<file path="config.mk">
export PLATFORM = sky130hd
export DESIGN_NAME = uart_rx_param_flat
export DESIGN_NICKNAME = d
export VERILOG_FILES = /design/src/rtl/uart_pkg.sv /design/src/rtl/uart_rx_param_if.sv /design/src/rtl/uart_tick_gen.sv /design/src/rtl/uart_rx_param.sv /design/src/flat_wrapper.sv
export SDC_FILE = /design/constraint.sdc
export NUM_CORES = 1
export LEC_CHECK = 0
export ABC_AREA = 1
export BUFFER_PORTS_ARGS = -buffer_cell sky130_fd_sc_hd__buf_2
export CAP_MARGIN = 20
export CORE_MARGIN = 4
export CORE_UTILIZATION = 40
export DETAILED_ROUTE_END_ITERATION = 7
export SYNTH_ARGS = -nofsm -noshare
export SYNTH_HDL_FRONTEND = slang
export SYNTH_SLANG_ARGS = --single-unit
</file>
<file path="constraint.sdc">
create_clock -name clk -period 2.1 [get_ports clk]
set_clock_uncertainty 0.1 [all_clocks]
set_input_delay 0.105 -clock clk [delete_from_list [all_inputs] [get_ports clk]]
set_output_delay 0.105 -clock clk [all_outputs]
set_load 0.03 [all_outputs]
</file>
<file path="src/rtl/uart_pkg.sv">
// Shared definitions for the parametrised UART receiver.
// Holds the rx state encoding, parity mode codes and the tick divider helper.
package uart_pkg;

  typedef enum logic [2:0] {
    ST_IDLE,
    ST_START,
    ST_DATA,
    ST_PARITY,
    ST_STOP,
    ST_WAIT_HIGH
  } rx_state_e;

  typedef enum logic [1:0] {
    PAR_NONE  = 2'b00,
    PAR_EVEN  = 2'b01,
    PAR_ODD   = 2'b10,
    PAR_NONE2 = 2'b11
  } par_mode_e;

  // Clocks per oversample tick; never below one.
  function automatic int calc_div(
    input int clk_hz,
    input int baud,
    input int os
  );
    int d;
    d = clk_hz / (baud * os);
    if (d < 1) d = 1;
    return d;
  endfunction

endpackage

</file>
<file path="src/rtl/uart_rx_param_if.sv">
// Word delivery handshake of the UART receiver.
// data_out/data_valid from receiver, data_ready from consumer.
interface uart_rx_param_if #(
  parameter int DATA_BITS = 8
);

  logic [DATA_BITS-1:0] data_out;
  logic                 data_valid;
  logic                 data_ready;

  modport master (
    output data_out,
    output data_valid,
    input  data_ready
  );

  modport slave (
    input  data_out,
    input  data_valid,
    output data_ready
  );

endinterface

</file>
<file path="src/rtl/uart_tick_gen.sv">
// Oversample tick divider: one-clk pulse every DIV clocks.
// Ports: clk, reset (async active-low), i_restart (sync clear), o_tick.
module uart_tick_gen #(
  parameter int DIV = 27
) (
  input  logic clk,
  input  logic reset,
  input  logic i_restart,
  output logic o_tick
);

  localparam int CW = (DIV > 1) ? $clog2(DIV) : 1;
  localparam logic [CW-1:0] LAST = CW'(DIV - 1);

  logic [CW-1:0] r_cnt;

  always_ff @(posedge clk or negedge reset) begin
    if (!reset) begin
      r_cnt <= '0;
    end else if (i_restart || r_cnt == LAST) begin
      r_cnt <= '0;
    end else begin
      r_cnt <= r_cnt + 1'b1;
    end
  end

  assign o_tick = !i_restart && (r_cnt == LAST);

endmodule

</file>
<file path="src/rtl/uart_rx_param.sv">
// Parametrised UART receiver: 3-sample vote, 5..9 data bits, 1/2 stop bits.
// Ports: clk, reset (async low), rx_in, rx_if (data_out/valid/ready),
//   busy, frame_err, overrun_err, parity_err; parity_mode with UART_RX_PARITY_EN.
module uart_rx_param #(
  parameter int CLK_HZ     = 50_000_000,
  parameter int BAUD       = 115_200,
  parameter int OVERSAMPLE = 16,
  parameter int DATA_BITS  = 8,
  parameter int STOP_BITS  = 1
) (
  input  logic       clk,
  input  logic       reset,
  input  logic       rx_in,
`ifdef UART_RX_PARITY_EN
  input  logic [1:0] parity_mode,
`endif
  uart_rx_param_if.master rx_if,
  output logic       busy,
  output logic       frame_err,
  output logic       overrun_err,
  output logic       parity_err
);

  import uart_pkg::*;

  localparam int DIV = calc_div(CLK_HZ, BAUD, OVERSAMPLE);
  localparam int TW  = $clog2(OVERSAMPLE);
  localparam int BW  = $clog2(DATA_BITS + 1);

  localparam logic [TW-1:0] T_V0  = TW'(OVERSAMPLE / 2 - 1);
  localparam logic [TW-1:0] T_V1  = TW'(OVERSAMPLE / 2);
  localparam logic [TW-1:0] T_V2  = TW'(OVERSAMPLE / 2 + 1);
  localparam logic [TW-1:0] T_END = TW'(OVERSAMPLE - 1);
  localparam logic [BW-1:0] B_ALL = BW'(DATA_BITS);
  localparam logic          S_LST = 1'(STOP_BITS - 1);

  logic r_sync1, r_sync2, r_sync3;
  rx_state_e r_state, w_next;
  logic [TW-1:0] r_tcnt;
  logic [1:0] r_smp;
  logic [BW-1:0] r_bcnt;
  logic r_scnt;
  logic [DATA_BITS-1:0] r_shift;
  logic r_par, r_perr;
  logic [DATA_BITS-1:0] r_data;
  logic r_valid, r_ferr, r_oerr, r_perr_p;

  logic w_fall, w_restart, w_tick;
  logic w_vote_tick, w_end_tick, w_vote;
  logic w_shift_en, w_par_chk, w_ferr, w_done;
  logic w_par_on, w_par_odd;

`ifdef UART_RX_PARITY_EN
  assign w_par_on  = (parity_mode == PAR_EVEN) ||
                     (parity_mode == PAR_ODD);
  assign w_par_odd = (parity_mode == PAR_ODD);
`else
  assign w_par_on  = 1'b0;
  assign w_par_odd = 1'b0;
`endif

  assign w_fall    = r_sync3 & ~r_sync2;
  assign w_restart = (r_state == ST_IDLE) && w_fall;

  uart_tick_gen #(
    .DIV(DIV)
  ) u_tick (
    .clk      (clk),
    .reset    (reset),
    .i_restart(w_restart),
    .o_tick   (w_tick)
  );

  assign w_vote_tick = w_tick && (r_tcnt == T_V2);
  assign w_end_tick  = w_tick && (r_tcnt == T_END);
  // Third sample is the live synchronized line at the vote tick.
  assign w_vote = (r_smp[1] & r_smp[0]) |
                  (r_smp[1] & r_sync2) |
                  (r_smp[0] & r_sync2);

  always_ff @(posedge clk or negedge reset) begin
    if (!reset) begin
      r_sync1 <= 1'b1;
      r_sync2 <= 1'b1;
      r_sync3 <= 1'b1;
    end else begin
      r_sync1 <= rx_in;
      r_sync2 <= r_sync1;
      r_sync3 <= r_sync2;
    end
  end

  always_ff @(posedge clk or negedge reset) begin
    if (!reset) r_state <= ST_IDLE;
    else        r_state <= w_next;
  end

  always_comb begin
    w_next     = r_state;
    w_shift_en = 1'b0;
    w_par_chk  = 1'b0;
    w_ferr     = 1'b0;
    w_done     = 1'b0;
    unique case (r_state)
      ST_IDLE: begin
        if (w_fall) w_next = ST_START;
      end
      ST_START: begin
        if (w_vote_tick && w_vote) w_next = ST_IDLE;
        else if (w_end_tick)       w_next = ST_DATA;
      end
      ST_DATA: begin
        w_shift_en = w_vote_tick;
        if (w_end_tick && r_bcnt == B_ALL)
          w_next = w_par_on ? ST_PARITY : ST_STOP;
      end
      ST_PARITY: begin
        w_par_chk = w_vote_tick;
        if (w_end_tick) w_next = ST_STOP;
      end
      ST_STOP: begin
        if (w_vote_tick) begin
          if (!w_vote) begin
            w_ferr = 1'b1;
            w_next = ST_WAIT_HIGH;
          end else if (r_scnt == S_LST) begin
            // Do not wait out the tail of the stop bit.
            w_done = 1'b1;
            w_next = ST_IDLE;
          end
        end
      end
      ST_WAIT_HIGH: begin
        if (r_sync2) w_next = ST_IDLE;
      end
      default: w_next = ST_IDLE;
    endcase
  end

  always_ff @(posedge clk or negedge reset) begin
    if (!reset) begin
      r_tcnt  <= '0;
      r_smp   <= '0;
      r_bcnt  <= '0;
      r_scnt  <= 1'b0;
      r_shift <= '0;
      r_par   <= 1'b0;
      r_perr  <= 1'b0;
    end else if (w_restart) begin
      r_tcnt <= '0;
      r_bcnt <= '0;
      r_scnt <= 1'b0;
      r_par  <= 1'b0;
      r_perr <= 1'b0;
    end else begin
      if (w_tick) begin
        r_tcnt <= (r_tcnt == T_END) ? '0 : r_tcnt + 1'b1;
        if (r_tcnt == T_V0) r_smp[1] <= r_sync2;
        if (r_tcnt == T_V1) r_smp[0] <= r_sync2;
      end
      if (w_shift_en) begin
        r_shift <= {w_vote, r_shift[DATA_BITS-1:1]};
        r_par   <= r_par ^ w_vote;
        r_bcnt  <= r_bcnt + 1'b1;
      end
      if (w_par_chk)
        r_perr <= (w_vote != (r_par ^ w_par_odd));
      if (r_state == ST_STOP && w_end_tick)
        r_scnt <= r_scnt + 1'b1;
    end
  end

  always_ff @(posedge clk or negedge reset) begin
    if (!reset) begin
      r_data   <= '0;
      r_valid  <= 1'b0;
      r_ferr   <= 1'b0;
      r_oerr   <= 1'b0;
      r_perr_p <= 1'b0;
    end else begin
      r_ferr   <= w_ferr;
      r_oerr   <= 1'b0;
      r_perr_p <= 1'b0;
      if (w_done) begin
        if (r_valid && !rx_if.data_ready) begin
          r_oerr <= 1'b1;
        end else begin
          r_data   <= r_shift;
          r_valid  <= 1'b1;
          r_perr_p <= r_perr;
        end
      end else if (r_valid && rx_if.data_ready) begin
        r_valid <= 1'b0;
      end
    end
  end

  assign rx_if.data_out   = r_data;
  assign rx_if.data_valid = r_valid;
  assign busy        = (r_state == ST_START) || (r_state == ST_DATA) ||
                       (r_state == ST_PARITY) || (r_state == ST_STOP);
  assign frame_err   = r_ferr;
  assign overrun_err = r_oerr;
  assign parity_err  = r_perr_p;

endmodule

</file>
<file path="src/flat_wrapper.sv">
// flat-port wrapper written by rule: the top's interface ports become plain ports
module uart_rx_param_flat import uart_pkg::*;
#(
  parameter int CLK_HZ     = 50_000_000,
  parameter int BAUD       = 115_200,
  parameter int OVERSAMPLE = 16,
  parameter int DATA_BITS  = 8,
  parameter int STOP_BITS  = 1
)
  (clk, reset, rx_in, busy, frame_err, overrun_err, parity_err, rx_if_data_out, rx_if_data_valid, rx_if_data_ready);
  uart_rx_param_if #(.DATA_BITS(DATA_BITS)) rx_if_i ();
  input  logic clk;
  input  logic reset;
  input  logic rx_in;
  output logic busy;
  output logic frame_err;
  output logic overrun_err;
  output logic parity_err;
  output wire logic [$bits(rx_if_i.data_out)-1:0] rx_if_data_out;
  output wire logic [$bits(rx_if_i.data_valid)-1:0] rx_if_data_valid;
  input wire logic [$bits(rx_if_i.data_ready)-1:0] rx_if_data_ready;
  assign rx_if_data_out = rx_if_i.data_out;
  assign rx_if_data_valid = rx_if_i.data_valid;
  assign rx_if_i.data_ready = rx_if_data_ready;
  uart_rx_param #(.CLK_HZ(CLK_HZ), .BAUD(BAUD), .OVERSAMPLE(OVERSAMPLE), .DATA_BITS(DATA_BITS), .STOP_BITS(STOP_BITS)) u_core (.clk(clk), .reset(reset), .rx_in(rx_in), .rx_if(rx_if_i), .busy(busy), .frame_err(frame_err), .overrun_err(overrun_err), .parity_err(parity_err));
endmodule
</file>
==> run_results.csv, run 1 <==
group,metric,value,unit
clock_network,clk_latency,290,ps
clock_network,htree_levels,2,
cells_and_area,area_growth,13.4,%
clock_network,post_cts_resize_count,0,
global_routing,grt_usage,13.3,%
floorplan,dieWidth,81.4,um
clock_network,cts_tree,"built",
timing,worst_pin_slew,543,ps
logic_synthesis,async_flop_share,100,%
logic_synthesis,synth_area_per_cell,8.86,sq um
cells_and_area,num_antenna_cells,0,
logic_synthesis,syn_area,0.00215,sq mm
clock_network,cts_buffers,5,
cells_and_area,final_util,47.2,%
routing,vias_per_cell,4.69,
routing,totalWireLength,3780,um
worst_setup_path,required,2190,ps
routing,drc,0,
cells_and_area,design_area,0.00244,sq mm
power,leakage,1.21,nW
worst_setup_path,critPathKind,"reg2reg",
floorplan,ios,17,
worst_setup_path,slowest_delay,420,ps
worst_setup_path,crit_chain,"inv_1 -> ha_1 -> nand2_1 -> nor2_4 -> nand4_2 -> inv_2 -> nand4_4 -> nand2_1 -> o21ai_2",
power,ir_drop,393,uV
worst_setup_path,crit_top_cell,"nand2_1",
timing,maxSlewViolCount,0,
worst_setup_path,worstPathMaxFanout,15,
worst_hold_path,hp-class,"in2reg",
status,outcome,"finished clean",
clock_network,root_buffer,"clkbuf_8",
floorplan,die-area,0.00662,sq mm
floorplan,die_y,81.4,um
logic_synthesis,ys_top_cells_by_area,"dfrtp_1 (48%), nand2_1 (9.9%), inv_1 (5.8%)",
worst_setup_path,critPathLaunch,"u_core.u_tick.r_cnt[0]",
floorplan,placementRows,26,
routing,num_vias,1580,
logic_synthesis,yosysTopAreaCell,"dfrtp_1",
power,powerDensity,814,mW/mm^2
routing,wl_per_cell,11.2,um
worst_setup_path,endpoint_kind,"flop",
clock_network,path_clk_slew,80,ps
global_routing,grt_start_max_net_pins,45,
cells_and_area,fin_nets,277,
global_routing,grt_pass1_wl,6690,um
logic_synthesis,postSynthCellCount,243,
worst_setup_path,crit_slowest_cell,"dfrtp_1",
placement,numPortBuffers,16,
logic_synthesis,synth_nets,254,
worst_setup_path,crit_arrival,1910,ps
timing,fin_crit,1830,ps
timing,fin_tns_setup,0,ps
timing,maxSlewHeadroom,63.8,%
logic_synthesis,yosysUniqueCellTypes,33,
cells_and_area,drive_gt1_share,19.5,%
logic_synthesis,ys_warn_count,0,
floorplan,initial_core_util,41.6,%
timing,setup_slack,274,ps
global_routing,grt-ovfl-total,0,
worst_setup_path,critPathLaunchType,"flop",
routing,detail-route-antenna-nets,0,
floorplan,placeableCoreArea,0.00517,sq mm
logic_synthesis,synth_flop_cell,"dfrtp_1",
worst_setup_path,r2r_start,"u_core.u_tick.r_cnt[0]",
timing,setup_violations,0,
timing,finalCritPeriodShare,86.9,%
routing,drtIter0Drc,65,
logic_synthesis,synth_top_area_share,47.6,%
timing,rsz0062_at_grt,"no",
placement,place_area,0.00230,sq mm
timing,hold_viol_final,0,
global_routing,grt_pass1_vias,1495,
logic_synthesis,ys_ff_latch,44,
logic_synthesis,synth-edff-count,0,
worst_hold_path,min_from,"rx_if_data_ready",
placement,dp_slack,264,ps
global_routing,antenna_found_initial,0,
placement,gp_congestion,0.832,
clock_network,cts.sinks,44,
clock_network,clockBufferDepth,2,
placement,dp_hpwl,2800,um
job,cap_viol_max_count,0,
routing,dr.pass1.iters,4,
logic_synthesis,ys_seq_area_share,51.3,%
timing,fmax,548,MHz
## path summary, 6_finish.rpt
path / endpoint / slack [ps] / cells past startpoint
hold reg to reg: u_core.r_sync2 / 260 / 0
setup / recovery: u_core.rx_if.data_out[2] / 270 / 9
hold / removal: u_core.overrun_err / 60 / 4
setup reg to reg: u_core.rx_if.data_out[2] / 270 / 9
min in group asynchronous: u_core.r_state[1] / 310 / 3
max in group asynchronous: u_core.r_sync1 / 1220 / 3
## cells in the mapped netlist, types with 2 or more instances
cell type  number
o21ai_0        21
nand2_1        57
o21ai_2         7
buf_6           2
ha_1            7
inv_1          33
nand4_1         5
dfstp_2         3
nor2_4          2
nor2_1         18
inv_2           4
a21oi_1         2
dfrtp_1        41
xor2_1          2
nand3_1        20
nor3_1          2
## metal layers
layer	up-vias	routed length [um]	GRT usage (%)
met1	738	1810	17.0
met5	-	0	0
li1	820	-	-
met3	7	95	3.33
met4	0	80	5.57
met2	15	1800	21.2
## cells by family after synthesis
group	Yosys count	synth area share, %
fa+ha+maj	7	4.07
simple gates	113	25.3
xor+xnor	3	1.22
buf+inv	42	8.37
mux	1	0.465
flops	44	51.3
compound gates	33	9.30
## per-stage QoR
step / total power [mW] / hold WS, ps / cells
after floorplan: 1.24 / -291 / 243
after global placement: 1.32 / 115 / 327
after detailed placement: 1.33 / 118 / 327
after CTS: 2.02 / 38.9 / 337
after global routing: 2.11 / 99.5 / 337
final: 1.99 / 55.1 / 337
## flip-flops by register name, summed over array words and instances (netlist names)
signal	cells
u_core.frame_err	1
u_core.overrun_err	1
u_core.parity_err	1
u_core.r_bcnt	4
u_core.r_par	1
u_core.r_perr	1
u_core.r_scnt	1
u_core.r_shift	8
u_core.r_smp	2
u_core.r_state	3
u_core.r_sync1	1
u_core.r_sync2	1
u_core.r_sync3	1
u_core.r_tcnt	4
u_core.rx_if.data_out	8
u_core.rx_if.data_valid	1
u_core.u_tick.r_cnt	5
## layout by cell type, fill, tap and decap left out, types with 2 or more instances in the layout
master,instances
nand4_1,5
nor2_4,2
xor2_1,2
nand3_1,20
dfrtp_1,41
o21ai_0,21
buf_2,16
clkbuf_8,6
nand2_1,57
a21oi_1,2
dfstp_2,3
ha_1,7
inv_1,33
dlygate4sd3_1,2
buf_4,2
nor3_1,2
nor2_1,18
inv_2,4
o21ai_2,7
## where the power goes
part | internal, mW | switching [mW]
clock | 0.389 | 0.287
sequential | 0.912 | 0.0725
combinational | 0.122 | 0.204
## critical path: cells and delay by family, from the launching register on
family / cells / cell delay (ps)
DFF: 1 / 420
and+or+nand+nor: 5 / 830
buffers and inverters: 2 / 180
adders and majority gates: 1 / 130
AOI/OAI and AO/OA: 1 / 60
## layout make-up
type / instances / area [sq um]
fill: 509 / 2730
inverter: 38 / 145
clock inverter: 2 / 38.8
clock buffer: 6 / 82.6
tap: 70 / 87.6
sequential: 44 / 1100
multi-input combinational: 157 / 868
timing repair buffer: 20 / 115
## what timing repair did
action	in CTS	in global routing
buffers inserted	0	0
endpoints found under the hold margin	42	0
hold buffers	2	0
No activity file was read; power rests on OpenSTA's default activity.
==> run 2: changes to the inputs <==
--- a/config.mk
+++ b/config.mk
@@ -11,6 +11,7 @@
 export CORE_MARGIN = 4
 export CORE_UTILIZATION = 40
 export DETAILED_ROUTE_END_ITERATION = 7
+export PLACE_DENSITY = 0.54
 export SYNTH_ARGS = -nofsm -noshare
 export SYNTH_HDL_FRONTEND = slang
 export SYNTH_SLANG_ARGS = --single-unit
==> run 2 against run 1 <==
Combinational power is essentially flat. Final cell count grew 0.30%. Critical path type unchanged. Maximum frequency is 1.5% lower. Design area down 0.67%. First-iteration DRC count rose by 29%. Sequential power about the same. Critical path depth is the same. Largest cell class unchanged. Register-to-register slack got worse by 30 ps.
==> run_results.csv, run 2 (same netlist as run 1, synthesis figures left out) <==
group,metric,value,unit
worst_setup_path,endpoint_kind,"flop",
global_routing,antenna_found_initial,0,
clock_network,cts_buffers,5,
worst_setup_path,crit_slowest_cell,"dfrtp_1",
cells_and_area,fillCellCount,509,
routing,wl_per_cell,11.3,um
clock_network,clk_latency,290,ps
placement,dp.cells,328,
clock_network,root_buffer,"clkbuf_8",
placement,dp_hpwl,2890,um
worst_setup_path,critPathLaunch,"u_core.u_tick.r_cnt[0]",
floorplan,placeableCoreArea,0.00517,sq mm
routing,drc,0,
routing,drtIter0Drc,84,
floorplan,dieWidth,81.4,um
clock_network,cts.sinks,44,
worst_setup_path,r2r_start,"u_core.u_tick.r_cnt[0]",
job,cap_viol_max_count,0,
timing,fin_crit,1850,ps
clock_network,postCtsSetupBuffers,0,
routing,dr.pass1.iters,4,
worst_setup_path,crit_cells,9,
worst_setup_path,worstPathMaxFanout,15,
power,powerDensity,767,mW/mm^2
global_routing,grt-ovfl-total,0,
timing,rsz0062_at_grt,"no",
routing,totalWireLength,3830,um
timing,worst_pin_slew,461,ps
worst_setup_path,reg2reg_setup_slack,250,ps
worst_setup_path,required,2190,ps
power,power.total,1.86,mW
global_routing,grt_usage,13.5,%
worst_setup_path,critPathKind,"reg2reg",
power,ir_drop,478,uV
clock_network,path_clk_slew,90,ps
worst_setup_path,worstRegToRegCells,9,
timing,setup_slack,247,ps
cells_and_area,fin_nets,278,
worst_setup_path,crit_family,"simple AND/OR/NAND/NOR gates",
worst_setup_path,endpoint,"u_core.rx_if.data_out[4]",
placement,dp_slack,234,ps
floorplan,placementRows,26,
global_routing,grt_pass1_wl,6910,um
timing,maxSlewHeadroom,69.3,%
routing,vias_per_cell,4.64,
worst_setup_path,crit_top_cell,"nand2_1",
placement,gp_congestion,0.829,
cells_and_area,layout_common_cells,"nand2_1 (57), dfrtp_1 (41), inv_1 (33), o21ai_0 (21), nand3_1 (20)",
worst_setup_path,timing.rr.end,"u_core.rx_if.data_out[4]",
worst_setup_path,crit_arrival,1940,ps
timing,setup_violations,0,
cells_and_area,layout.cells.most_common,"nand2_1",
worst_setup_path,critPathBufInv,2,
cells_and_area,design_area,0.00243,sq mm
timing,finalCritPeriodShare,88.3,%
clock_network,cts_tree,"built",
clock_network,htree_levels,2,
floorplan,initial_core_util,41.6,%
routing,num_vias,1568,
placement,place_area,0.00231,sq mm
routing,detail-route-antenna-nets,0,
worst_setup_path,slowest_delay,420,ps
cells_and_area,layout.cells.non_filler,338,
floorplan,die_y,81.4,um
worst_hold_path,hp-class,"in2reg",
global_routing,grt_start_max_net_pins,22,
cells_and_area,drive_gt1_share,19.8,%
clock_network,clockBufferDepth,2,
cells_and_area,num_antenna_cells,0,
clock_network,postCtsHoldBufs,2,
timing,fmax,540,MHz
worst_setup_path,crit_chain,"inv_1 -> ha_1 -> nand2_1 -> nor2_4 -> nand4_2 -> inv_2 -> nand4_4 -> nand2_1 -> o21ai_2",
global_routing,grt_pass1_vias,1574,
worst_setup_path,critPathLaunchType,"flop",
status,outcome,"finished clean",
timing,fin_tns_setup,0,ps
cells_and_area,area_growth,12.7,%
floorplan,die-area,0.00662,sq mm
placement,numPortBuffers,16,
timing,maxSlewViolCount,0,
power,leakage,1.20,nW
timing,hold_viol_final,0,
floorplan,ios,17,
clock_network,post_cts_resize_count,0,
==> run 2: how the worst min path moves through the flow <==
stage                                 from                endpoint  slack [ps]  cells after the start
after floorplan                      reset        u_core.frame_err        -290                      0
after global placement               reset  u_core.u_tick.r_cnt[0]          -6                      1
after detailed placement             reset  u_core.u_tick.r_cnt[0]         -10                      1
after CTS                 rx_if_data_ready      u_core.overrun_err          50                      4
after global routing      rx_if_data_ready      u_core.overrun_err          70                      4
final                     rx_if_data_ready      u_core.overrun_err          60                      4
==> run 2: where the power goes <==
group / switching (mW) / internal (mW)
Clock: 0.289 / 0.266
Combinational: 0.201 / 0.123
Sequential: 0.0698 / 0.912
Total: 0.559 / 1.30
==> run 2: cell type report <==
cell class                 instances  area (sq um)  area share [%]
sequential                        44          1100            45.5
multi-input combinational        157           868            35.8
inverter                          38           145            5.98
timing repair buffer              21           123            5.05
tap                               70          87.6            3.61
clock buffer                       6          82.6            3.40
clock inverter                     2          15.0           0.619
==> run 2: worst reg2reg max path, cell delays in order, from the launching register on <==
cell and delay [ps]:
dfrtp_1 420, inv_1 70, ha_1 140, nand2_1 80
nor2_4 210, nand4_2 190, inv_2 120, nand4_4 220
nand2_1 160, o21ai_2 60
==> run 2: metrics by stage <==
step | hold slack, ps | utilization, %
global placement | -6.42 | 44.6
finish | 58.5 | 46.9
detailed placement | -13.1 | 44.6
floorplan | -291 | -
CTS | 51.4 | 46.9
global route | 68.1 | 46.9
==> run 2: metal layers <==
metal	vias to the layer above	track usage, %	share of wire, %
met5	-	0	0
met4	0	4.56	1.5
met2	18	21.8	46
met1	724	17.8	49
met3	5	2.99	3.1
li1	821	-	-
==> run 3: changes to the inputs <==
--- a/config.mk
+++ b/config.mk
@@ -8,8 +8,8 @@
 export ABC_AREA = 1
 export BUFFER_PORTS_ARGS = -buffer_cell sky130_fd_sc_hd__buf_2
 export CAP_MARGIN = 20
-export CORE_MARGIN = 4
 export CORE_UTILIZATION = 40
+export CTS_CLUSTER_DIAMETER = 60
 export DETAILED_ROUTE_END_ITERATION = 7
 export PLACE_DENSITY = 0.54
 export SYNTH_ARGS = -nofsm -noshare
==> run 3 against run 2 <==
Setup slack got worse by 5.4 ps. Non-clock buffer count did not move. Worst hold slack got worse by 5.4 ps. Power rose by 6.9%. Register-to-register slack barely moved. Critical path depth did not move. Critical path type unchanged. Sequential power barely moved. Maximum frequency fell by 0.29%. Global-route usage rose by 1.5 points. Sequential share of layout area fell by 0.58 points. Flip-flop and latch count did not move. Clock power rose by 21%. Largest power group unchanged.
==> run_results.csv, run 3 (same netlist as run 1, synthesis figures left out) <==
group,metric,value,unit
routing,dr.pass1.iters,4,
timing,maxSlewHeadroom,63.1,%
clock_network,htree_levels,2,
timing,hold_ws,53.1,ps
worst_setup_path,required,2180,ps
clock_network,clk_latency,290,ps
global_routing,grt-ovfl-total,0,
floorplan,dieWidth,75.4,um
clock_network,cts_buffers,5,
clock_network,cts.sinks,44,
routing,num_vias,1571,
worst_setup_path,crit_top_cell,"inv_1",
power,ir_drop,364,uV
worst_setup_path,worstPathMaxFanout,15,
status,outcome,"finished clean",
timing,worst_pin_slew,554,ps
power,internal_power,1.43,mW
floorplan,placeableCoreArea,0.00514,sq mm
routing,wl_per_cell,11.1,um
clock_network,root_buffer,"clkbuf_8",
routing,vias_per_cell,4.65,
routing,drc,0,
power,powerDensity,809,mW/mm^2
timing,fmax,538,MHz
placement,dp_hpwl,2690,um
timing,setup_violations,0,
cells_and_area,drive_gt1_share,19.8,%
power,switching_share,28.2,%
floorplan,initial_core_util,41.9,%
worst_setup_path,critPathKind,"reg2reg",
worst_hold_path,hp-class,"in2reg",
cells_and_area,fin_nets,278,
timing,maxSlewViolCount,0,
clock_network,path_clk_slew,90,ps
worst_setup_path,crit_slowest_cell,"dfrtp_1",
global_routing,grt_pass1_vias,1452,
worst_setup_path,endpoint_kind,"flop",
timing,fin_crit,1860,ps
power,power_frac_seq,49.3,%
floorplan,placementRows,26,
global_routing,grt_pass1_wl,6470,um
global_routing,grt_usage,15.0,%
floorplan,ios,17,
worst_setup_path,slowest_delay,400,ps
cells_and_area,layout.cells.non_filler,338,
timing,setup_slack,241,ps
power,clock_power_share,33.9,%
placement,dp.cells,328,
placement,dp_slack,195,ps
cells_and_area,final_util,47.8,%
global_routing,antenna_found_initial,0,
floorplan,die-area,0.00568,sq mm
cells_and_area,area_growth,14.1,%
clock_network,clockBufferDepth,2,
placement,numPortBuffers,16,
worst_setup_path,crit_arrival,1940,ps
routing,drtIter0Drc,95,
job,cap_viol_max_count,0,
routing,totalWireLength,3750,um
cells_and_area,design_area,0.00246,sq mm
power,power.total,1.99,mW
placement,gp_congestion,0.748,
routing,detail-route-antenna-nets,0,
timing,finalCritPeriodShare,88.5,%
timing,hold_viol_final,0,
timing,fin_tns_setup,0,ps
global_routing,grt_start_max_net_pins,45,
power,leakage,1.21,nW
cells_and_area,num_antenna_cells,0,
placement,place_area,0.00231,sq mm
cells_and_area,layout_common_cells,"nand2_1 (57), dfrtp_1 (41), inv_1 (33), o21ai_0 (21), nand3_1 (20)",
worst_setup_path,critPathLaunchType,"flop",
cells_and_area,layout.cells.most_common,"nand2_1",
floorplan,die_y,75.4,um
power,pwr-share-comb,16.8,%
power,p_sw,561,uW
worst_setup_path,crit_chain,"inv_1 -> ha_1 -> inv_1 -> nor2_2 -> nand4_2 -> inv_2 -> nand4_4 -> nand2_1 -> o21ai_2",
clock_network,cts_tree,"built",
timing,rsz0062_at_grt,"no",
cells_and_area,fillCellCount,526,
==> run 3: cell types whose count changed in the layout (fill, tap and decap cells not counted) <==
cell,delta
bufinv_16,+1
nand3_2,-1
clkinv_4,+1
clkinvlp_4,-2
nand3_4,+1
==> run 3: what timing repair did <==
item | in CTS | in global routing
buffers inserted | 0 | 0
setup endpoints to repair | 0 | 1
gates resized for setup | 0 | 1
hold endpoints to repair | 42 | 0
hold buffers | 2 | 0
==> run 3: worst max-delay path: cells and delay by family (launching register included) <==
family,cells,cell delay (ps)
and+or+nand+nor,4,790
DFF,1,400
buffers and inverters,3,250
adders and majority gates,1,150
AOI/OAI and AO/OA,1,60
==> run 3: power groups by stage <==
stage | sequential [mW] | clock, mW | combinational, mW
floorplan | 0.983 | 0 | 0.260
CTS | 0.983 | 0.699 | 0.340
finish | 0.981 | 0.674 | 0.333
global placement | 0.997 | 0 | 0.334
detailed placement | 0.999 | 0 | 0.332
global route | 0.994 | 0.720 | 0.391
==> run 3: per-layer routing <==
layer,GRT usage (%),routed length [um]
met1,21.4,1920
met2,23.3,1720
met3,2.78,90
met4,4.94,15
met5,0,0
==> run 3: worst paths after layout <==
kind | from | endpoint | slack, ps | cells after the start
max in group asynchronous | reset | u_core.r_par | 1200 | 3
max | u_core.r_tcnt[1] | u_core.rx_if.data_out[3] | 240 | 9
min in group asynchronous | reset | u_core.rx_if.data_valid | 320 | 3
min | rx_if_data_ready | u_core.overrun_err | 50 | 4
min reg2reg | u_core.r_sync1 | u_core.r_sync2 | 260 | 0
max reg2reg | u_core.r_tcnt[1] | u_core.rx_if.data_out[3] | 240 | 9
==> run 3: final cells by class <==
class	instances	area [sq um]	area share (%)
clock buffer	6	82.6	3.36
clock inverter	2	38.8	1.58
inverter	38	145	5.91
multi-input combinational	157	876	35.6
sequential	44	1100	45.0
tap	70	87.6	3.56
timing repair buffer	21	123	4.99
